`src/rtl/prefetch_buffer.sv`:
```
// prefetch_buffer: instruction prefetch stage between a variable-latency
// instruction memory and decode. Issues one word-aligned request at a time,
// buffers returned words with their PCs in a DEPTH-entry FIFO and hands them
// to decode over a valid/ready handshake. A redirect flushes the FIFO and
// turns any in-flight request into a stale one whose response is dropped.
//
// Optional feature: define PREFETCH_BYPASS_EN to forward a live response
// straight to decode in the cycle it arrives when the FIFO is empty.

module prefetch_buffer #(
   parameter int          DEPTH    = 4,
   parameter logic [31:0] RESET_PC = 32'h0
) (
   input  logic        clk,
   input  logic        rst,
   input  logic        redirect,
   input  logic [31:0] redirect_pc,
   output logic        mem_req,
   output logic [31:0] mem_addr,
   input  logic        mem_ready,
   input  logic        mem_rvalid,
   input  logic [31:0] mem_rdata,
   output logic        inst_valid,
   output logic [31:0] inst,
   output logic [31:0] inst_pc,
   input  logic        inst_ready
);

   localparam int PTR_W = (DEPTH > 1) ? $clog2(DEPTH) : 1;
   localparam int CNT_W = $clog2(DEPTH + 1);

   // IDLE: nothing outstanding; WAIT: live request outstanding;
   // DROP: stale request outstanding, its response will be thrown away.
   typedef enum logic [1:0] {
      ST_IDLE = 2'd0,
      ST_WAIT = 2'd1,
      ST_DROP = 2'd2
   } state_t;

   state_t           r_state;
   state_t           w_state_nxt;
   logic [31:0]      r_fetch_pc;
   logic [31:0]      r_req_pc;
   logic [31:0]      r_fifo_pc   [DEPTH];
   logic [31:0]      r_fifo_inst [DEPTH];
   logic [PTR_W-1:0] r_rd_ptr;
   logic [PTR_W-1:0] r_wr_ptr;
   logic [CNT_W-1:0] r_count;

   logic w_empty;
   logic w_full;
   logic w_accept;
   logic w_bypass;
   logic w_push;
   logic w_pop;

   assign w_empty  = (r_count == '0);
   assign w_full   = (r_count == CNT_W'(DEPTH));

   // A request is only issued with a free slot, so the single response it
   // produces can always be pushed without overflow.
   assign mem_req  = (r_state == ST_IDLE) && !w_full && !rst;
   assign mem_addr = r_fetch_pc;
   assign w_accept = mem_req && mem_ready;

`ifdef PREFETCH_BYPASS_EN
   assign w_bypass = w_empty && (r_state == ST_WAIT) && mem_rvalid && !redirect;
`else
   assign w_bypass = 1'b0;
`endif

   // A bypassed word taken by decode in the same cycle never enters the FIFO.
   assign w_push = (r_state == ST_WAIT) && mem_rvalid && !redirect
                   && !(w_bypass && inst_ready);
   assign w_pop  = !w_empty && inst_ready && !redirect;

   // Next-state logic: redirect turns an outstanding or just-issued request stale.
   always_comb begin
      // NOTE: every combinational output gets a default first so no path can
      // leave it unassigned and infer a latch.
      w_state_nxt = r_state;
      case (r_state)
         ST_IDLE: if (w_accept)   w_state_nxt = redirect ? ST_DROP : ST_WAIT;
         ST_WAIT: if (mem_rvalid) w_state_nxt = ST_IDLE;
                  else if (redirect) w_state_nxt = ST_DROP;
         ST_DROP: if (mem_rvalid) w_state_nxt = ST_IDLE;
         default:                 w_state_nxt = ST_IDLE;
      endcase
   end

   // State register.
   always_ff @(posedge clk) begin
      // NOTE: sequential state uses non-blocking assignments so every register
      // samples the pre-edge values regardless of statement order.
      if (rst) r_state <= ST_IDLE;
      else     r_state <= w_state_nxt;
   end

   // Fetch address and the PC of the outstanding request.
   always_ff @(posedge clk) begin
      if (rst) begin
         r_fetch_pc <= RESET_PC & 32'hFFFF_FFFC;
         r_req_pc   <= '0;
      end else begin
         if (w_accept) r_req_pc <= r_fetch_pc;
         if (redirect)      r_fetch_pc <= redirect_pc & 32'hFFFF_FFFC;
         else if (w_accept) r_fetch_pc <= r_fetch_pc + 32'd4;
      end
   end

   // FIFO pointers and occupancy; redirect flushes in the same edge.
   always_ff @(posedge clk) begin
      if (rst || redirect) begin
         r_rd_ptr <= '0;
         r_wr_ptr <= '0;
         r_count  <= '0;
      end else begin
         if (w_push) r_wr_ptr <= r_wr_ptr + PTR_W'(1);
         if (w_pop)  r_rd_ptr <= r_rd_ptr + PTR_W'(1);
         case ({w_push, w_pop})
            2'b10:   r_count <= r_count + CNT_W'(1);
            2'b01:   r_count <= r_count - CNT_W'(1);
            default: r_count <= r_count;
         endcase
      end
   end

   // FIFO storage write.
   always_ff @(posedge clk) begin
      // NOTE: storage is deliberately not reset; r_count gates every read, so
      // stale contents are never visible and the array maps onto plain RAM/flops.
      if (w_push) begin
         r_fifo_pc[r_wr_ptr]   <= r_req_pc;
         r_fifo_inst[r_wr_ptr] <= mem_rdata;
      end
   end

   // Decode-side outputs: FIFO head, bypassed response, or zeros when empty.
   always_comb begin
      inst_valid = 1'b0;
      inst       = '0;
      inst_pc    = '0;
      if (!w_empty) begin
         inst_valid = 1'b1;
         inst       = r_fifo_inst[r_rd_ptr];
         inst_pc    = r_fifo_pc[r_rd_ptr];
      end else if (w_bypass) begin
         inst_valid = 1'b1;
         inst       = mem_rdata;
         inst_pc    = r_req_pc;
      end
   end

endmodule

```
`config.mk`:
```
export PLATFORM = sky130hd
export DESIGN_NAME = prefetch_buffer
export DESIGN_NICKNAME = d
export VERILOG_FILES = /design/src/rtl/prefetch_buffer.sv
export SDC_FILE = /design/constraint.sdc
export NUM_CORES = 1
export LEC_CHECK = 0
export BUFFER_PORTS_ARGS = -buffer_cell sky130_fd_sc_hd__buf_4
export CORE_MARGIN = 2
export CORE_UTILIZATION = 35
export DETAILED_ROUTE_END_ITERATION = 8
export PLACE_DENSITY_LB_ADDON = 0.1
export SETUP_SLACK_MARGIN = 0.2
export SLEW_MARGIN = 0
export SYNTH_ARGS = -nofsm -noshare
export SYNTH_HDL_FRONTEND = slang
export SYNTH_SLANG_ARGS = --single-unit
```
`constraint.sdc`:
```
create_clock -name clk -period 3.2 [get_ports clk]
set_input_delay 0.64 -clock clk [delete_from_list [all_inputs] [get_ports clk]]
set_output_delay 0.64 -clock clk [all_outputs]
set_load 0.005 [all_outputs]
```
==> impl_metrics.py, run 1 <==
metrics = {
    "yosys": {
        "syn_inst": 803,
        "synth_fa_ha_area_share_pct": 0.749,
        "synthMuxAreaShare_pct": 11.2,
        "synth.avg_cell_area_um2": 15.8,
        "synthSimpleGateAreaFrac_pct": 10.3,
        "netlist_area_um2": 12700,
        "synth_xor_area_share_pct": 2.14,
        "ys_ff_latch": 319,
        "synth_edf_count": 248,
        "synthFlopType": "edfxtp_1",
        "postSynth.asyncResetShare_pct": 0,
        "synth_top_family_by_area": "multiplexers",
        "synth_compound_area_share_pct": 3.60,
        "yosys_warnings": 0,
        "synth_cell_types": 48,
        "ys_seq_area_share_pct": 69.9,
    },
    "timing": {
        "setup_viol": 0,
        "tns_ns": 0,
        "fmax_ghz": 0.353,
        "period_share_pct": 88.6,
        "clock_skew_ns": 0.0208,
        "maxSlewHeadroom_pct": 52.6,
        "slew_viol_final": 0,
        "grt_setup_unrepaired": "no",
        "worst_slew_pin_slew_ns": 0.711,
        "hold_violations": 0,
        "fin_crit_ns": 2.84,
    },
    "worst_setup_path": {
        "cp_slowest_cell": "dfxtp_4",
        "cp_max_fo": 30,
        "required_ns": 2.56,
        "crit_path_cell_trace": "buf_4 > mux4_2 > nor2b_1 > buf_4",
        "cp_num_buf_inv": 2,
        "cpMostUsedCell": "buf_4",
        "end_kind": "primary output",
        "worst-setup-path-type": "reg -> out",
        "crit_family": "flip-flops",
        "slowest_delay_ns": 0.66,
        "start_kind": "flip-flop",
        "worstPathArrival_ns": 2.20,
    },
    "layout": {
        "stdcell_count": 1479,
        "nets": 1068,
        "drive_gt1_share_pct": 32.4,
        "synthToLayoutAreaGrowth_pct": 24.6,
        "antennaDiodeCount": 0,
        "nFillCells": 3210,
    },
    "die": {
        "io_pins": 168,
        "die_w_um": 194,
        "coreArea_um2": 35700,
        "start_util_pct": 35.6,
        "num_rows": 69,
        "die_area_um2": 37800,
        "die_y_um": 194,
    },
    "cts": {
        "htree_num_levels": 2,
        "cts-root-buf": "clkbuf_16",
        "hold_buffers": 0,
        "clkSinkCount": 319,
        "clockBufferDepth": 3,
        "clkLatencyLatePin_ns": 0.52,
        "cts_tree": "yes",
        "clk_pin_slew_ns": 0.06,
        "cts_buffers": 37,
    },
    "grt": {
        "grt_max_degree": 64,
        "gr-total-overflow": 0,
        "grt_pass1_vias": 7654,
        "antenna_found_initial": 0,
        "grt_usage_pct": 15.8,
        "grt_pass1_wl_um": 45700,
    },
    "detailed_routing": {
        "vias": 7344,
        "routed_wl_um": 29400,
        "drt_iter0_markers": 358,
        "ant_nets": 0,
        "wire_per_inst_um": 19.9,
        "firstDrtPassIters": 7,
        "viasPerCell": 4.97,
        "post-route-drc-count": 12,
    },
    "power_and_ir_drop": {
        "ir_drop_mv": 0.300,
        "p_comb_share_pct": 3.4,
        "p_int_mw": 7.03,
        "p_seq_share_pct": 51.4,
        "pwr_density_cell_nw_per_um2": 560,
        "clockPowerShare_pct": 45.2,
        "p_leak_nw": 5.48,
        "p_switching_mw": 1.83,
        "swShare_pct": 20.6,
    },
    "status": {
        "status": "finished, violations left",
        "violations": "design-rule violations",
    },
    "placed_design": {
        "gp_congestion": 0.754,
        "hpwl_um": 18700,
        "io_buffers": 161,
        "placedCellCount": 1411,
    },
    "run": {
        "drv_cap": 0,
    },
    "worst_hold_path": {
        "hp-class": "in -> reg",
    },
}
## final timing paths
kind	slack, ns	to	depth (start not counted)	from
worst min-delay path	0.33	r_fifo_inst[1][6]$_DFFE_PP_	1	mem_rdata[6]
worst max-delay path	0.36	inst_pc[21]	4	flip-flop
worst max register to register	0.88	mem_addr[30]$_SDFFE_PP0P_	5	r_state[1]$_SDFFE_PP0P_
worst min register to register	0.49	r_req_pc[24]$_SDFFE_PP0P_	2	r_req_pc[24]$_SDFFE_PP0P_
## worst register-to-register path: stages, from the launching register on
cell	delay (ns)
dfxtp_1	0.35
or3_4	0.40
or4_1	0.72
nor3_4	0.28
mux2_2	0.36
nor3_1	0.11
## power by group through the flow
| stage | Combinational [mW] | Clock (mW) | Sequential (mW) |
|---|---|---|---|
| after detailed placement | 0.305 | 0 | 4.64 |
| after global routing | 0.336 | 4.30 | 4.56 |
| after global placement | 0.304 | 0 | 4.64 |
| final | 0.303 | 4.00 | 4.56 |
| after floorplan | 0.130 | 0 | 4.63 |
| after CTS | 0.307 | 4.13 | 4.56 |
## Yosys cell counts (all sizes together) (2+ instances only)
master	count	area share (%)
nor3b	4	0.24
and2	4	0.20
a211oi	16	0.99
o21bai	5	0.30
nor4	8	0.71
nor2b	62	3.1
nor2	34	1.0
nand3b	2	0.12
edfxtp	248	59
xnor2	18	1.2
or3	6	0.34
or4	2	0.12
nand2	73	2.2
a311oi	2	0.14
nand4	9	0.44
and3	5	0.25
nor3	11	0.64
a21oi	45	1.8
or2	2	0.099
ha	6	0.59
nand3	17	0.67
o21ai	3	0.12
xor2	13	0.90
inv	13	0.38
o22ai	3	0.15
and4	2	0.14
buf	17	0.80
dfxtp	71	11
clkbuf	32	0.95
mux4	62	11
## flip-flops by register name, indices dropped and copies added, names as in the netlist, named ones only
register / count
mem_addr: 30
r_count: 3
r_fifo_inst: 128
r_fifo_pc: 120
r_rd_ptr: 2
r_req_pc: 30
r_state: 2
r_wr_ptr: 2
## what timing repair did
action	CTS	global route
resized for setup	1	0
setup buffers	0	2
setup endpoints to repair	6	10
## logic make-up (layout without fill, tap and decap cells)
logic type / Yosys count / after routing
simple gates: 242 / 242
buf+inv: 63 / 275
mux: 64 / 64
fa+ha+maj: 7 / 7
xor+xnor: 31 / 31
other cells: 1 / 4
flops: 319 / 319
compound gates: 76 / 76
## area by class of cell
| type | count | area [µm²] | area share [%] |
|---|---|---|---|
| flip-flops and latches | 319 | 8880 | 56.1 |
| clock buffers | 47 | 1010 | 6.36 |
| multi-input cells | 424 | 3580 | 22.6 |
| inverters | 14 | 52.6 | 0.332 |
| clock inverters | 19 | 159 | 1.00 |
| well taps | 461 | 577 | 3.65 |
| repair buffers | 195 | 1570 | 9.91 |
## cells in the final DEF (no fill, tap or decap), drive strengths merged, types with 3 or more instances in the layout
cell type / netlist / final
or3: 6 / 6
and3: 5 / 5
dfxtp: 71 / 71
xnor2: 18 / 18
clkinv: 1 / 13
nor3b: 4 / 4
inv: 13 / 15
and2: 4 / 4
nor3: 11 / 11
o21bai: 5 / 5
nand3: 17 / 17
xor2: 13 / 13
o22ai: 3 / 3
buf: 17 / 195
o21ai: 3 / 3
clkinvlp: 0 / 3
edfxtp: 248 / 248
a21oi: 45 / 45
nor4: 8 / 8
nor2: 34 / 34
mux4: 62 / 62
nand4: 9 / 9
nor2b: 62 / 62
a211oi: 16 / 16
ha: 6 / 6
clkbuf: 32 / 47
nand2: 73 / 73
conb: 1 / 4
## per-stage QoR
step / area (µm²) / setup slack (ns) / util, % / hold slack [ns] / power (mW)
CTS: 15800 / 0.257 / 44.3 / 0.305 / 8.99
global route: 15800 / 0.222 / 44.4 / 0.312 / 9.20
finish: 15800 / 0.365 / 44.4 / 0.332 / 8.86
global placement: 14600 / 0.531 / 41.0 / 0.485 / 4.95
detailed placement: 14600 / 0.529 / 41.0 / 0.490 / 4.95
floorplan: 12700 / 0.254 / - / 0.460 / 4.76
## per-layer routing
layer	vias up	GRT usage, %	wire [µm]
li1	3413	-	-
met1	3697	21.8	13400
met2	202	25.6	13900
met3	32	3.40	1680
met4	0	3.68	439
met5	-	0	0
Note: power is estimated with default switching activity, not from simulation.
==> inputs of run 2 (changes only) <==
--- a/config.mk
+++ b/config.mk
@@ -10,6 +10,7 @@
 export CORE_UTILIZATION = 35
 export DETAILED_ROUTE_END_ITERATION = 8
 export PLACE_DENSITY_LB_ADDON = 0.1
+export RECOVER_POWER = 50
 export SETUP_SLACK_MARGIN = 0.2
 export SLEW_MARGIN = 0
 export SYNTH_ARGS = -nofsm -noshare
==> run 2 against run 1 <==
Compared with the run above:
- the run ends with design-rule violations, max-capacitance violations, max-slew violations left
- register-to-register slack got worse by 0.48 ns
- hold slack better by 0.052 ns
- routed wire length fell by 0.13%
- global-route usage stayed put
- largest cell class unchanged
- sequential share of layout area increased by 0.60 points
- die area unchanged
- highest routed layer unchanged
==> impl_metrics.py, run 2 (synthesis gave the netlist of run 1 again) <==
metrics = {
    "placed_design": {
        "preCtsSetupSlack_ns": 0.529,
        "post_dp_cell_area_um2": 14600,
        "placedCellCount": 1411,
        "gp_congestion": 0.754,
        "hpwl_um": 18700,
        "io_buffers": 161,
    },
    "timing": {
        "clock_skew_ns": 0.0195,
        "worst_slew_pin_slew_ns": 1.64,
        "hold_violations": 0,
        "whs_ns": 0.384,
        "setup_viol": 0,
        "fmax_ghz": 0.351,
        "fin_ws_ns": 0.353,
        "grt_setup_unrepaired": "no",
        "fin_crit_ns": 2.85,
        "period_share_pct": 89.0,
        "maxSlewHeadroom_pct": -9.65,
        "tns_ns": 0,
        "slew_viol_final": 16,
    },
    "status": {
        "violations": "design-rule violations, max-capacitance violations, max-slew violations",
        "status": "finished, violations left",
    },
    "worst_setup_path": {
        "cp_num_buf_inv": 2,
        "slowest_delay_ns": 0.66,
        "cpMostUsedCell": "buf_4",
        "cp_slowest_cell": "dfxtp_4",
        "crit_path_cell_trace": "buf_4 > mux4_2 > nor2b_1 > buf_4",
        "path_depth": 4,
        "end_kind": "primary output",
        "crit_family": "flip-flops",
        "cp_max_fo": 30,
        "reg2regPathDepth": 4,
        "worstPathArrival_ns": 2.21,
        "worst-setup-path-type": "reg -> out",
        "required_ns": 2.56,
        "start_kind": "flip-flop",
    },
    "detailed_routing": {
        "firstDrtPassIters": 7,
        "viasPerCell": 4.96,
        "ant_nets": 0,
        "vias": 7331,
        "drt_iter0_markers": 380,
        "routed_wl_um": 29400,
        "wire_per_inst_um": 19.9,
        "post-route-drc-count": 12,
    },
    "power_and_ir_drop": {
        "pwr_density_cell_nw_per_um2": 565,
        "p_leak_nw": 5.32,
        "total_power_mw": 8.84,
        "ir_drop_mv": 0.299,
    },
    "grt": {
        "grt_pass1_wl_um": 45700,
        "grt_pass1_vias": 7654,
        "gr-total-overflow": 0,
        "antenna_found_initial": 0,
        "grt_usage_pct": 15.8,
        "grt_max_degree": 64,
    },
    "die": {
        "die_y_um": 194,
        "coreArea_um2": 35700,
        "die_w_um": 194,
        "die_area_um2": 37800,
        "start_util_pct": 35.6,
        "num_rows": 69,
        "io_pins": 168,
    },
    "layout": {
        "stdcell_count": 1479,
        "drive_gt1_share_pct": 27.9,
        "regMostFlops": "r_fifo_inst",
        "reg_top3": "r_fifo_inst: 128 flops, r_fifo_pc: 120 flops",
        "final_area_um2": 15600,
        "nFillCells": 3237,
        "fin_util_pct": 43.9,
        "largest_reg_flops": 128,
        "nets": 1068,
        "antennaDiodeCount": 0,
        "layout_common_cells": "edfxtp_1 (248), buf_4 (138), nand2_1 (73), dfxtp_1 (69)",
        "layout_commonest_cell": "edfxtp_1",
        "synthToLayoutAreaGrowth_pct": 23.3,
    },
    "cts": {
        "cts_tree": "yes",
        "hold_buffers": 0,
        "cts-root-buf": "clkbuf_16",
        "clkSinkCount": 319,
        "htree_num_levels": 2,
        "clk_pin_slew_ns": 0.06,
        "cts_buffers": 37,
        "clkLatencyLatePin_ns": 0.52,
        "clockBufferDepth": 3,
    },
    "worst_hold_path": {
        "min_path_cells": 3,
        "hp-class": "in -> reg",
    },
    "run": {
        "drv_cap": 1,
    },
}
==> run 2: changes by cell type in the layout (fill, tap and decap cells not counted) <==
cell / previous run / this run
and2_1: 0 / 1
clkbuf_4: 0 / 7
and2_0: 0 / 2
clkbuf_2: 0 / 1
or2_2: 1 / 0
and2_4: 4 / 1
buf_4: 186 / 138
or3_1: 5 / 6
or2_0: 0 / 1
or3_4: 1 / 0
nor2_2: 1 / 0
nor2_1: 33 / 34
clkbuf_1: 8 / 48
==> run 2: timing repair <==
action | CTS | global route
hold endpoints to repair | 0 | 0
resized for setup | 1 | 0
buffers inserted | 0 | 2
setup endpoints to repair | 6 | 10
==> run 2: cell type report <==
class,count,area (µm²),area share (%)
multi-input combinational,424,3560,22.8
tap,461,577,3.69
sequential,319,8880,56.7
timing repair buffer,195,1420,9.04
clock inverter,19,159,1.02
inverter,14,52.6,0.336
clock buffer,47,1010,6.43
==> run 2: worst min-delay path, cell delays in order <==
cell and delay, ns:
buf_4 0.11, nand2_1 0.05, a21oi_1 0.05
==> run 2: metal layers <==
layer	vias up	global-route usage [%]	share of wire (%)
met1	3675	21.8	46
met3	30	3.40	5.8
met5	-	0	0
met4	0	3.68	1.4
li1	3420	-	-
met2	206	25.6	47
==> run 2: path summary, 6_finish.rpt <==
kind / slack, ns / endpoint / startpoint
max: 0.35 / inst_pc[21] / flip-flop
min: 0.38 / mem_addr[7]$_SDFFE_PP0P_ / redirect_pc[7]
max reg2reg: 0.40 / r_fifo_inst[1][30]$_DFFE_PP_ / r_state[1]$_SDFFE_PP0P_
min reg2reg: 0.50 / r_req_pc[21]$_SDFFE_PP0P_ / r_req_pc[21]$_SDFFE_PP0P_
==> run 2: power by group <==
part	internal (mW)	switching (mW)
logic	0.127	0.152
registers	4.49	0.0673
clock network	2.39	1.61
total	7.01	1.83
